**src/rtl/cpu_pkg.sv**
```systemverilog
// cpu_pkg: shared CPU definitions.
//   fault_t / FLT_*  - instruction-fetch fault codes
//   imem_state_e     - program-memory load FSM states
//   NOP_INSTR        - encoding of sll $0,$0,0
package cpu_pkg;

    typedef logic [1:0] fault_t;

    localparam fault_t FLT_NONE     = 2'b00;
    localparam fault_t FLT_MISALIGN = 2'b01;
    localparam fault_t FLT_RANGE    = 2'b10;
    localparam fault_t FLT_NOTREADY = 2'b11;

    typedef enum logic [1:0] {
        ST_EMPTY   = 2'd0,
        ST_LOADING = 2'd1,
        ST_READY   = 2'd2
    } imem_state_e;

    localparam logic [31:0] NOP_INSTR = 32'h0000_0000;

endpackage

```
**src/rtl/prog_imem_if.sv**
```systemverilog
// prog_imem_if: program-load and instruction-fetch bus of prog_imem.
//   master - loader/core side: drives load_* and fetch_*, sees status + instr
//   slave  - memory side
interface prog_imem_if import cpu_pkg::*; #(
    parameter int DEPTH_WORDS = 64,
    parameter int ADDR_W      = 32
);
    localparam int PLEN_W = $clog2(DEPTH_WORDS) + 1;

    logic              load_start;
    logic              load_valid;
    logic [31:0]       load_data;
    logic              load_last;
    logic              load_busy;
    logic              load_overflow;
    logic [PLEN_W-1:0] prog_len;

    logic              fetch_en;
    logic [ADDR_W-1:0] fetch_addr;
    logic [31:0]       instr;
    logic              instr_valid;
    fault_t            fetch_fault;

    modport master (
        output load_start, load_valid, load_data, load_last, fetch_en, fetch_addr,
        input  load_busy, load_overflow, prog_len, instr, instr_valid, fetch_fault
    );

    modport slave (
        input  load_start, load_valid, load_data, load_last, fetch_en, fetch_addr,
        output load_busy, load_overflow, prog_len, instr, instr_valid, fetch_fault
    );

endinterface

```
**src/rtl/imem_load_ctrl.sv**
```systemverilog
// imem_load_ctrl: load FSM for prog_imem.
//   in : clk, rst (sync, active high), load_start, load_valid, load_last
//   out: wr_en/wr_idx (storage write port), state, prog_len, load_overflow
module imem_load_ctrl import cpu_pkg::*; #(
    parameter int DEPTH_WORDS = 64,
    parameter int IDX_W       = $clog2(DEPTH_WORDS),
    parameter int PLEN_W      = $clog2(DEPTH_WORDS) + 1
) (
    input  logic              clk,
    input  logic              rst,
    input  logic              load_start,
    input  logic              load_valid,
    input  logic              load_last,
    output logic              wr_en,
    output logic [IDX_W-1:0]  wr_idx,
    output imem_state_e       state,
    output logic [PLEN_W-1:0] prog_len,
    output logic              load_overflow
);

    localparam logic [PLEN_W-1:0] FULL = PLEN_W'(DEPTH_WORDS);

    imem_state_e       state_q, state_d;
    logic [PLEN_W-1:0] plen_q, plen_d;
    logic              ovf_q, ovf_d;

    always_comb begin
        state_d = state_q;
        plen_d  = plen_q;
        ovf_d   = ovf_q;
        wr_en   = 1'b0;
        if (load_start) begin
            // restart beats any word offered in the same cycle
            state_d = ST_LOADING;
            plen_d  = '0;
            ovf_d   = 1'b0;
        end else if (state_q == ST_LOADING && load_valid) begin
            if (plen_q == FULL) begin
                ovf_d = 1'b1;
            end else begin
                wr_en  = 1'b1;
                plen_d = plen_q + PLEN_W'(1);
            end
            if (load_last) state_d = ST_READY;
        end
    end

    always_ff @(posedge clk) begin
        if (rst) begin
            state_q <= ST_EMPTY;
            plen_q  <= '0;
            ovf_q   <= 1'b0;
        end else begin
            state_q <= state_d;
            plen_q  <= plen_d;
            ovf_q   <= ovf_d;
        end
    end

    // Words are written in order from 0 and the count saturates at full,
    // so the count doubles as the write pointer; it never wraps.
    assign wr_idx        = plen_q[IDX_W-1:0];
    assign state         = state_q;
    assign prog_len      = plen_q;
    assign load_overflow = ovf_q;

endmodule

```
**src/rtl/prog_imem.sv**
```systemverilog
// prog_imem: loadable instruction memory with registered, checked fetch.
//   clk, rst           - clock, synchronous active-high reset
//   bus (slave)        - program-load port (load_*, status) and fetch port
//                        (fetch_en/fetch_addr in, instr/instr_valid/fetch_fault
//                        out, one cycle after the request)
module prog_imem import cpu_pkg::*; #(
    parameter int          DEPTH_WORDS = 64,
    parameter int          ADDR_W      = 32,
    parameter logic [31:0] NOP_WORD    = NOP_INSTR
) (
    input  logic       clk,
    input  logic       rst,
    prog_imem_if.slave bus
);

    localparam int IDX_W  = $clog2(DEPTH_WORDS);
    localparam int PLEN_W = IDX_W + 1;
    // compare width large enough for both the address and 4*prog_len
    localparam int CW     = (ADDR_W > PLEN_W + 2) ? ADDR_W : PLEN_W + 2;

    logic              wr_en;
    logic [IDX_W-1:0]  wr_idx;
    imem_state_e       state;
    logic [PLEN_W-1:0] prog_len;
    logic              load_overflow;

    imem_load_ctrl #(
        .DEPTH_WORDS (DEPTH_WORDS),
        .IDX_W       (IDX_W),
        .PLEN_W      (PLEN_W)
    ) u_ctrl (
        .clk           (clk),
        .rst           (rst),
        .load_start    (bus.load_start),
        .load_valid    (bus.load_valid),
        .load_last     (bus.load_last),
        .wr_en         (wr_en),
        .wr_idx        (wr_idx),
        .state         (state),
        .prog_len      (prog_len),
        .load_overflow (load_overflow)
    );

    // Storage is deliberately not reset; words past prog_len are fenced
    // off by the range check instead. Words are stored as delivered, so
    // bits [31:24] hold byte 0 (big-endian).
    logic [31:0] mem_q [DEPTH_WORDS];

    always_ff @(posedge clk) begin
        if (wr_en) mem_q[wr_idx] <= bus.load_data;
    end

    logic [IDX_W-1:0] rd_idx;
    logic [CW-1:0]    addr_ext, lim_ext;

    assign rd_idx   = bus.fetch_addr[2 +: IDX_W];
    // full-width compare also catches nonzero bits above the word index
    assign addr_ext = CW'(bus.fetch_addr);
    assign lim_ext  = CW'({prog_len, 2'b00});

    logic [31:0] instr_q, instr_d;
    logic        valid_q, valid_d;
    fault_t      fault_q, fault_d;

    always_comb begin
        instr_d = instr_q;
        valid_d = valid_q;
        fault_d = fault_q;
        if (bus.fetch_en) begin
            instr_d = NOP_WORD;
            valid_d = 1'b0;
            // a restart pulse blocks fetch at the same edge it leaves READY
            if (state != ST_READY || bus.load_start) begin
                fault_d = FLT_NOTREADY;
            end else if (bus.fetch_addr[1:0] != 2'b00) begin
                fault_d = FLT_MISALIGN;
            end else if (addr_ext >= lim_ext) begin
                fault_d = FLT_RANGE;
            end else begin
                fault_d = FLT_NONE;
                instr_d = mem_q[rd_idx];
                valid_d = 1'b1;
            end
        end
    end

    always_ff @(posedge clk) begin
        if (rst) begin
            instr_q <= NOP_WORD;
            valid_q <= 1'b0;
            fault_q <= FLT_NONE;
        end else begin
            instr_q <= instr_d;
            valid_q <= valid_d;
            fault_q <= fault_d;
        end
    end

    assign bus.instr         = instr_q;
    assign bus.instr_valid   = valid_q;
    assign bus.fetch_fault   = fault_q;
    assign bus.load_busy     = (state == ST_LOADING);
    assign bus.load_overflow = load_overflow;
    assign bus.prog_len      = prog_len;

endmodule

```
**src/flat_wrapper.sv**
```systemverilog
// flat-port wrapper written by rule: the top's interface ports become plain ports
module prog_imem_flat import cpu_pkg::*;
#(
    parameter int          DEPTH_WORDS = 64,
    parameter int          ADDR_W      = 32,
    parameter logic [31:0] NOP_WORD    = NOP_INSTR
)
  (clk, rst, bus_load_start, bus_load_valid, bus_load_data, bus_load_last, bus_fetch_en, bus_fetch_addr, bus_load_busy, bus_load_overflow, bus_prog_len, bus_instr, bus_instr_valid, bus_fetch_fault);
  prog_imem_if #(.DEPTH_WORDS(DEPTH_WORDS), .ADDR_W(ADDR_W)) bus_i ();
  input  logic clk;
  input  logic rst;
  input wire logic [$bits(bus_i.load_start)-1:0] bus_load_start;
  input wire logic [$bits(bus_i.load_valid)-1:0] bus_load_valid;
  input wire logic [$bits(bus_i.load_data)-1:0] bus_load_data;
  input wire logic [$bits(bus_i.load_last)-1:0] bus_load_last;
  input wire logic [$bits(bus_i.fetch_en)-1:0] bus_fetch_en;
  input wire logic [$bits(bus_i.fetch_addr)-1:0] bus_fetch_addr;
  output wire logic [$bits(bus_i.load_busy)-1:0] bus_load_busy;
  output wire logic [$bits(bus_i.load_overflow)-1:0] bus_load_overflow;
  output wire logic [$bits(bus_i.prog_len)-1:0] bus_prog_len;
  output wire logic [$bits(bus_i.instr)-1:0] bus_instr;
  output wire logic [$bits(bus_i.instr_valid)-1:0] bus_instr_valid;
  output wire logic [$bits(bus_i.fetch_fault)-1:0] bus_fetch_fault;
  assign bus_i.load_start = bus_load_start;
  assign bus_i.load_valid = bus_load_valid;
  assign bus_i.load_data = bus_load_data;
  assign bus_i.load_last = bus_load_last;
  assign bus_i.fetch_en = bus_fetch_en;
  assign bus_i.fetch_addr = bus_fetch_addr;
  assign bus_load_busy = bus_i.load_busy;
  assign bus_load_overflow = bus_i.load_overflow;
  assign bus_prog_len = bus_i.prog_len;
  assign bus_instr = bus_i.instr;
  assign bus_instr_valid = bus_i.instr_valid;
  assign bus_fetch_fault = bus_i.fetch_fault;
  prog_imem #(.DEPTH_WORDS(DEPTH_WORDS), .ADDR_W(ADDR_W), .NOP_WORD(NOP_WORD)) u_core (.clk(clk), .rst(rst), .bus(bus_i));
endmodule
```
**config.mk**
```make
export PLATFORM = sky130hd
export DESIGN_NAME = prog_imem_flat
export DESIGN_NICKNAME = d
export VERILOG_FILES = /design/src/rtl/cpu_pkg.sv /design/src/rtl/prog_imem_if.sv /design/src/rtl/imem_load_ctrl.sv /design/src/rtl/prog_imem.sv /design/src/flat_wrapper.sv
export SDC_FILE = /design/constraint.sdc
export NUM_CORES = 2
export LEC_CHECK = 0
export ABC_CLOCK_PERIOD_IN_PS = 4100
export CAP_MARGIN = 10
export CORE_MARGIN = 8
export CORE_UTILIZATION = 46
export CTS_CLUSTER_SIZE = 40
export DETAILED_ROUTE_END_ITERATION = 12
export GPL_TIMING_DRIVEN = 1
export REMOVE_ABC_BUFFERS = 1
export SYNTH_ARGS = -nofsm -noshare
export SYNTH_HDL_FRONTEND = slang
export SYNTH_SLANG_ARGS = --single-unit
```
**constraint.sdc**
```tcl
create_clock -name clk -period 4.1 [get_ports clk]
set_input_delay 0.82 -clock clk [delete_from_list [all_inputs] [get_ports clk]]
set_output_delay 0.82 -clock clk [all_outputs]
set_load 0.005 [all_outputs]
```
Word level (Yosys, flattened, before mapping)
Memories as Yosys holds them, arrays and structs flattened.
Index checks and enable logic that the tools add are counted.
{ "totals": {"regBits": 45, "mem_bits_rw": 2048, "inputBits": 70, "out_inout_bits": 44, "word_cells": 41, "n_memories": 1} }
{ "mem_list": {"columns": ["memory", "words", "word_bits", "read_ports", "rd_ports_with_merged_regs", "write_ports", "line", "text"], "rows": [
  ["u_core.mem_q", 64, 32, 1, 0, 1, "prog_imem.sv:47", "logic [31:0] mem_q [DEPTH_WORDS];"]
]} }
{ "classes": {"add_sub_neg": 1, "n_lt_le_gt_ge": 1, "n_eq_ne": 3, "mux": 17, "n_bitwise": 1, "reduce_logical": 10} }
{ "ops": {"columns": ["op", "n"], "rows": [
  ["$mux W32", 3],
  ["$ge A32 B9 Y1", 1],
  ["$mux W1", 11],
  ["$reduce_and A2 Y1", 4],
  ["$add A7 B1 Y7 const B", 1],
  ["$eq A7 B7 Y1 const B", 1],
  ["$mux W2", 3],
  ["$reduce_bool A2 Y1", 3],
  ["$eq A2 B1 Y1 const B", 1],
  ["$ne A2 B2 Y1 const B", 1],
  ["$reduce_or A2 Y1", 1],
  ["$logic_and A1 B1 Y1", 1],
  ["$logic_or A1 B1 Y1", 1],
  ["$not A1 Y1", 1]
]} }

Depth between registers and ports, before layout
{ "logic_depth": {"depth_word": 6, "depth_mapped": 14, "depth_no_buf": 8} }

By module
From an unflattened synthesis, not the netlist that was laid out.
{ "hier_totals": {"hier_cells": 3877, "hier_area_um2": 80601.1} }
{ "modules_own_cells": {"columns": ["mod", "n_inst", "cells_each", "area_per_inst_um2", "seq_area_each_um2"], "rows": [
  ["prog_imem", 1, 3815, 80064.3, 62199.7],
  ["imem_load_ctrl", 1, 62, 536.8, 200.2]
]} }

Least setup slack after synthesis
OpenSTA, ideal clock, no wires.
{ "synth_path": {"kind": "input -> register", "from": "input port bus_load_valid", "to": "memory u_core.mem_q[63][0], enable pin", "setup_time_ns": 0.421, "arrival_time_ns": 3.181, "required_time_ns": 3.679, "setup_slack_ns": 0.498, "cell_stages": 5, "path_buffers": 0, "path_cell_list": "and2_0 > nand2b_1 > nor3_1 > nand3_1 > nor2_1"} }
{ "synth_via": {"elab_chain_cells": 5} }
{ "synth_lines": {"columns": ["item", "line", "text"], "rows": [
  ["start, declared", "flat_wrapper.sv:13", "input wire logic [$bits(bus_i.load_valid)-1:0] bus_load_valid;"],
  ["$logic_and A1 B1 Y1", "imem_load_ctrl.sv:37", "end else if (state_q == ST_LOADING && load_valid) begin"],
  ["$mux W1", "imem_load_ctrl.sv:37", null],
  ["$mux W1", "imem_load_ctrl.sv:32", "if (load_start) begin"],
  ["$mux W1", "prog_imem.sv:50", "if (wr_en) mem_q[wr_idx] <= bus.load_data;"],
  ["$mux W1 (not written as such)", "prog_imem.sv:50", null],
  ["end, declared", "prog_imem.sv:47", null]
]} }
No other way between the ends.

Worst setup path in the final report
{ "layout_path": {"from": "register u_core.u_ctrl.plen_q[1] (netlist: u_core.u_ctrl.prog_len[1])", "to": "memory u_core.mem_q[31][6], enable pin"} }
{ "layout_via": {"elab_chain_cells": 6} }
{ "layout_lines": {"columns": ["item", "line", "text"], "rows": [
  ["start, declared", "imem_load_ctrl.sv:24", "logic [PLEN_W-1:0] plen_q, plen_d;"],
  ["start signal, assigned", "imem_load_ctrl.sv:55", "plen_q <= plen_d;"],
  ["$eq A7 B7 Y1", "imem_load_ctrl.sv:38", "if (plen_q == FULL) begin"],
  ["$mux W1", "imem_load_ctrl.sv:38", null],
  ["$mux W1", "imem_load_ctrl.sv:37", null],
  ["$mux W1", "imem_load_ctrl.sv:32", null],
  ["$mux W1", "prog_imem.sv:50", null],
  ["$mux W1 (not written as such)", "prog_imem.sv:50", null]
]} }
Several ways; a longest one is shown, not always the timed one.

==> impl_metrics.env <==
export IMPL_status="completed"
export IMPL_nFillCells=13380
export IMPL_crit_path_start_kind="flip-flop"
export IMPL_synth_area_leaders="edfxtp_1, mux4_2, mux2i_1"
export IMPL_fp_dieH_um=433.5
export IMPL_grt_pass1_wl_mm=305.5
export IMPL_rsz0062_at_grt="no"
export IMPL_yosysWarnings=0
export IMPL_crit_path_top_delay_cell="dfxtp_1"
export IMPL_crit_type="flip-flop to flip-flop"
export IMPL_clk_insertion_delay_late_ns=0.84
export IMPL_drc=0
export IMPL_worst_pin_slew_ns=1.302
export IMPL_placed_area_um2=85990
export IMPL_cp_cell_sequence="inv_1, ha_1, nand2_1, nor3_1, nand2b_1, nor3_1, nand3_1, buf_4, nor2_4, buf_4"
export IMPL_hold_ws_ns=0.4643
export IMPL_wl_met2_mm=105.2
export IMPL_yosys_area_top_type_share_pct=76.71
export IMPL_cts_buffer_depth=3
export IMPL_drive_gt1_share_pct=28.85
export IMPL_io_buffers=113
export IMPL_drtIter0Drc=4726
export IMPL_io_pins=114
export IMPL_crit_fanout=25
export IMPL_power_leakage_nw=29.07
export IMPL_slew_viol_final=0
export IMPL_multi_input_area_um2=16970
export IMPL_utilization_pct=53.47
export IMPL_dp_cells=6042
export IMPL_syn_to_final_growth_pct=15.67
export IMPL_synth_largest_area_cell="edfxtp_1"
export IMPL_period_share_pct=82.64
export IMPL_final_cells=6423
export IMPL_hold_viol_final=0
export IMPL_die_area_um2=187900
export IMPL_drv_cap=0
export IMPL_cts_buffers=206
export IMPL_dr_pass1_iters=5
export IMPL_dp_slack_ns=0.3367
export IMPL_grt_usage_pct=22.95
export IMPL_p_per_area_nw_per_um2=478.4
export IMPL_fin_area_um2=92740
export IMPL_antenna_found_initial=6
export IMPL_ir_drop_mv=0.4477
export IMPL_syn_inst=3551
export IMPL_cts_htree_levels=4
export IMPL_worst_slew_margin_rel_pct=13.21
export IMPL_setup_viol=0
export IMPL_synth_edf_count=2048
export IMPL_vias=39550
export IMPL_routabilityCongestion=0.8058
export IMPL_cp_required_ns=4.56
export IMPL_ys_seq_area_share_pct=77.83
export IMPL_start_util_pct=46.23
export IMPL_hpwl_mm=125.7
export IMPL_seq_area_um2=62400
export IMPL_ys_ff_latch=2093
export IMPL_die_x_um=433.5
export IMPL_hold_buffers=0
export IMPL_wl_per_cell_um=33.98
export IMPL_gr_total_overflow=0
export IMPL_dr_wl_met3_mm=18.10
export IMPL_fmax_mhz=295.1
export IMPL_min_period_ns=3.388
export IMPL_drtAntennaViolNets=0
export IMPL_synth_async_reset_ratio_pct=0
export IMPL_synth_cell_type_count=54
export IMPL_viasPerCell=6.157
export IMPL_critPathMaxStageDelay_ns=0.61
export IMPL_cts_tree="built"
export IMPL_rows=153
export IMPL_nNetsFinal=4006
export IMPL_ys_flop_type="edfxtp_1"
export IMPL_wirelength_mm=218.3
export IMPL_finalSetupTns_ns=0
export IMPL_grt_pass1_vias=39380
export IMPL_clock_sinks=2093
export IMPL_postCtsResizedCells=0
export IMPL_avgSynthCellArea_um2=22.58
export IMPL_skew_ns=0.05049
export IMPL_cts_root_buf="clkbuf_16"
export IMPL_setup_ws_ns=0.7116
export IMPL_clkTransAtPathRegs_ns=0.06
export IMPL_highest_signal_layer="met4"
export IMPL_cts_setup_buffers=0
export IMPL_grt_max_degree=65
export IMPL_coreArea_um2=173400
export IMPL_hp_class="input port to flip-flop"
export IMPL_routedLengthMet1_mm=90.16
export IMPL_critPathCaptureType="flip-flop"
export IMPL_mappedNetlistArea_um2=80180
export IMPL_finalPower_mw=44.37
export IMPL_crit_arrival_ns=3.85
-- logic make-up after synthesis --
family                     share of synthesized area [%]
muxes                                              16.40
DFF                                                77.83
buffers and inverters                              1.620
xor gates and xnor gates                         0.05462
and+or+nand+nor                                    1.837
AOI/OAI and AO/OA                                  2.122
adders and majority gates                         0.1405
-- cells in the mapped netlist (10+ instances only) --
library cell and n:
o21ai_0 20, nor4_1 13, nand2_1 126, a31oi_1 12, o22ai_1 38, nor2b_1 22
nor3_1 21, mux2i_1 122, buf_4 48, o21ai_1 10, inv_1 12, a21oi_1 55
buf_6 31, nor2_1 92, a22oi_1 50, mux4_2 528, edfxtp_1 2048, buf_2 56
clkbuf_1 43, nand3_1 27, dfxtp_1 45, a211oi_1 15, o31ai_1 14
-- area by class of cell --
type | instances | share of cell area (%)
multi-input combinational | 1254 | 18.30
inverter | 14 | 0.06206
clock buffer | 245 | 5.817
sequential | 2093 | 67.28
clock inverter | 130 | 1.406
antenna | 4 | 0.01079
timing repair buffer | 358 | 3.984
tap | 2325 | 3.137
-- worst paths after layout --
kind	startpoint	slack (ns)	end	cells past startpoint
setup / recovery	u_core.u_ctrl.prog_len[1]$_SDFFE_PP0P_	0.71	u_core.mem_q[31][6]$_DFFE_PP_	10
hold / removal	bus_load_data[5]	0.46	u_core.mem_q[21][5]$_DFFE_PP_	1
setup reg to reg	u_core.u_ctrl.prog_len[1]$_SDFFE_PP0P_	0.71	u_core.mem_q[31][6]$_DFFE_PP_	10
hold reg to reg	u_core.u_ctrl.state[1]$_SDFFE_PP0P_	0.48	u_core.u_ctrl.state[1]$_SDFFE_PP0P_	2
-- where the power goes --
part	switching [mW]	total (mW)	internal, mW
sequential	0.00405	23.5	23.5
clock	8.01	18.8	10.8
combinational	1.25	2.06	0.805
-- placed cells by master (no fill, tap or decap), drive strengths merged, types with 3 or more instances in the layout --
master / n
clkbuf: 246
clkinvlp: 6
a221oi: 5
or3: 5
o221ai: 5
bufinv: 23
and3: 6
a311oi: 3
nor3: 21
a311o: 3
a211oi: 15
a21oi: 55
dfxtp: 45
ha: 9
o31ai: 14
buf: 282
nor2b: 22
diode: 4
nand4: 3
nor2: 92
o22ai: 38
mux2: 3
a32oi: 5
o32ai: 6
clkinv: 97
mux4: 528
a31o: 5
clkdlybuf4s50: 75
xnor2: 5
nand2: 126
nand2b: 5
edfxtp: 2048
o21ai: 30
a22oi: 50
a31oi: 12
mux2i: 122
inv: 18
and2: 5
nor4: 13
nand3: 27
-- metal layers --
metal | track usage, % | up-vias
met3 | 4.225 | 257
met5 | 0 | -
li1 | - | 15840
met1 | 33.14 | 21640
met2 | 36.88 | 1810
met4 | 5.154 | 0
-- critical path, delay by kind of cell (launching register included) --
kind,cells,cell delay [ns]
fa+ha+maj,1,0.22
buf+inv,3,0.92
flops,1,0.61
simple gates,6,1.23
-- registers in the layout (all words and copies together) (netlist names) --
| name | cells |
|---|---|
| u_core.u_ctrl.load_overflow | 1 |
| u_core.mem_q | 2048 |
| u_core.bus.fetch_fault | 2 |
| u_core.u_ctrl.state | 2 |
| u_core.u_ctrl.prog_len | 7 |
| u_core.bus.instr_valid | 1 |
| u_core.bus.instr | 32 |
No activity file was read; power rests on OpenSTA's default activity.
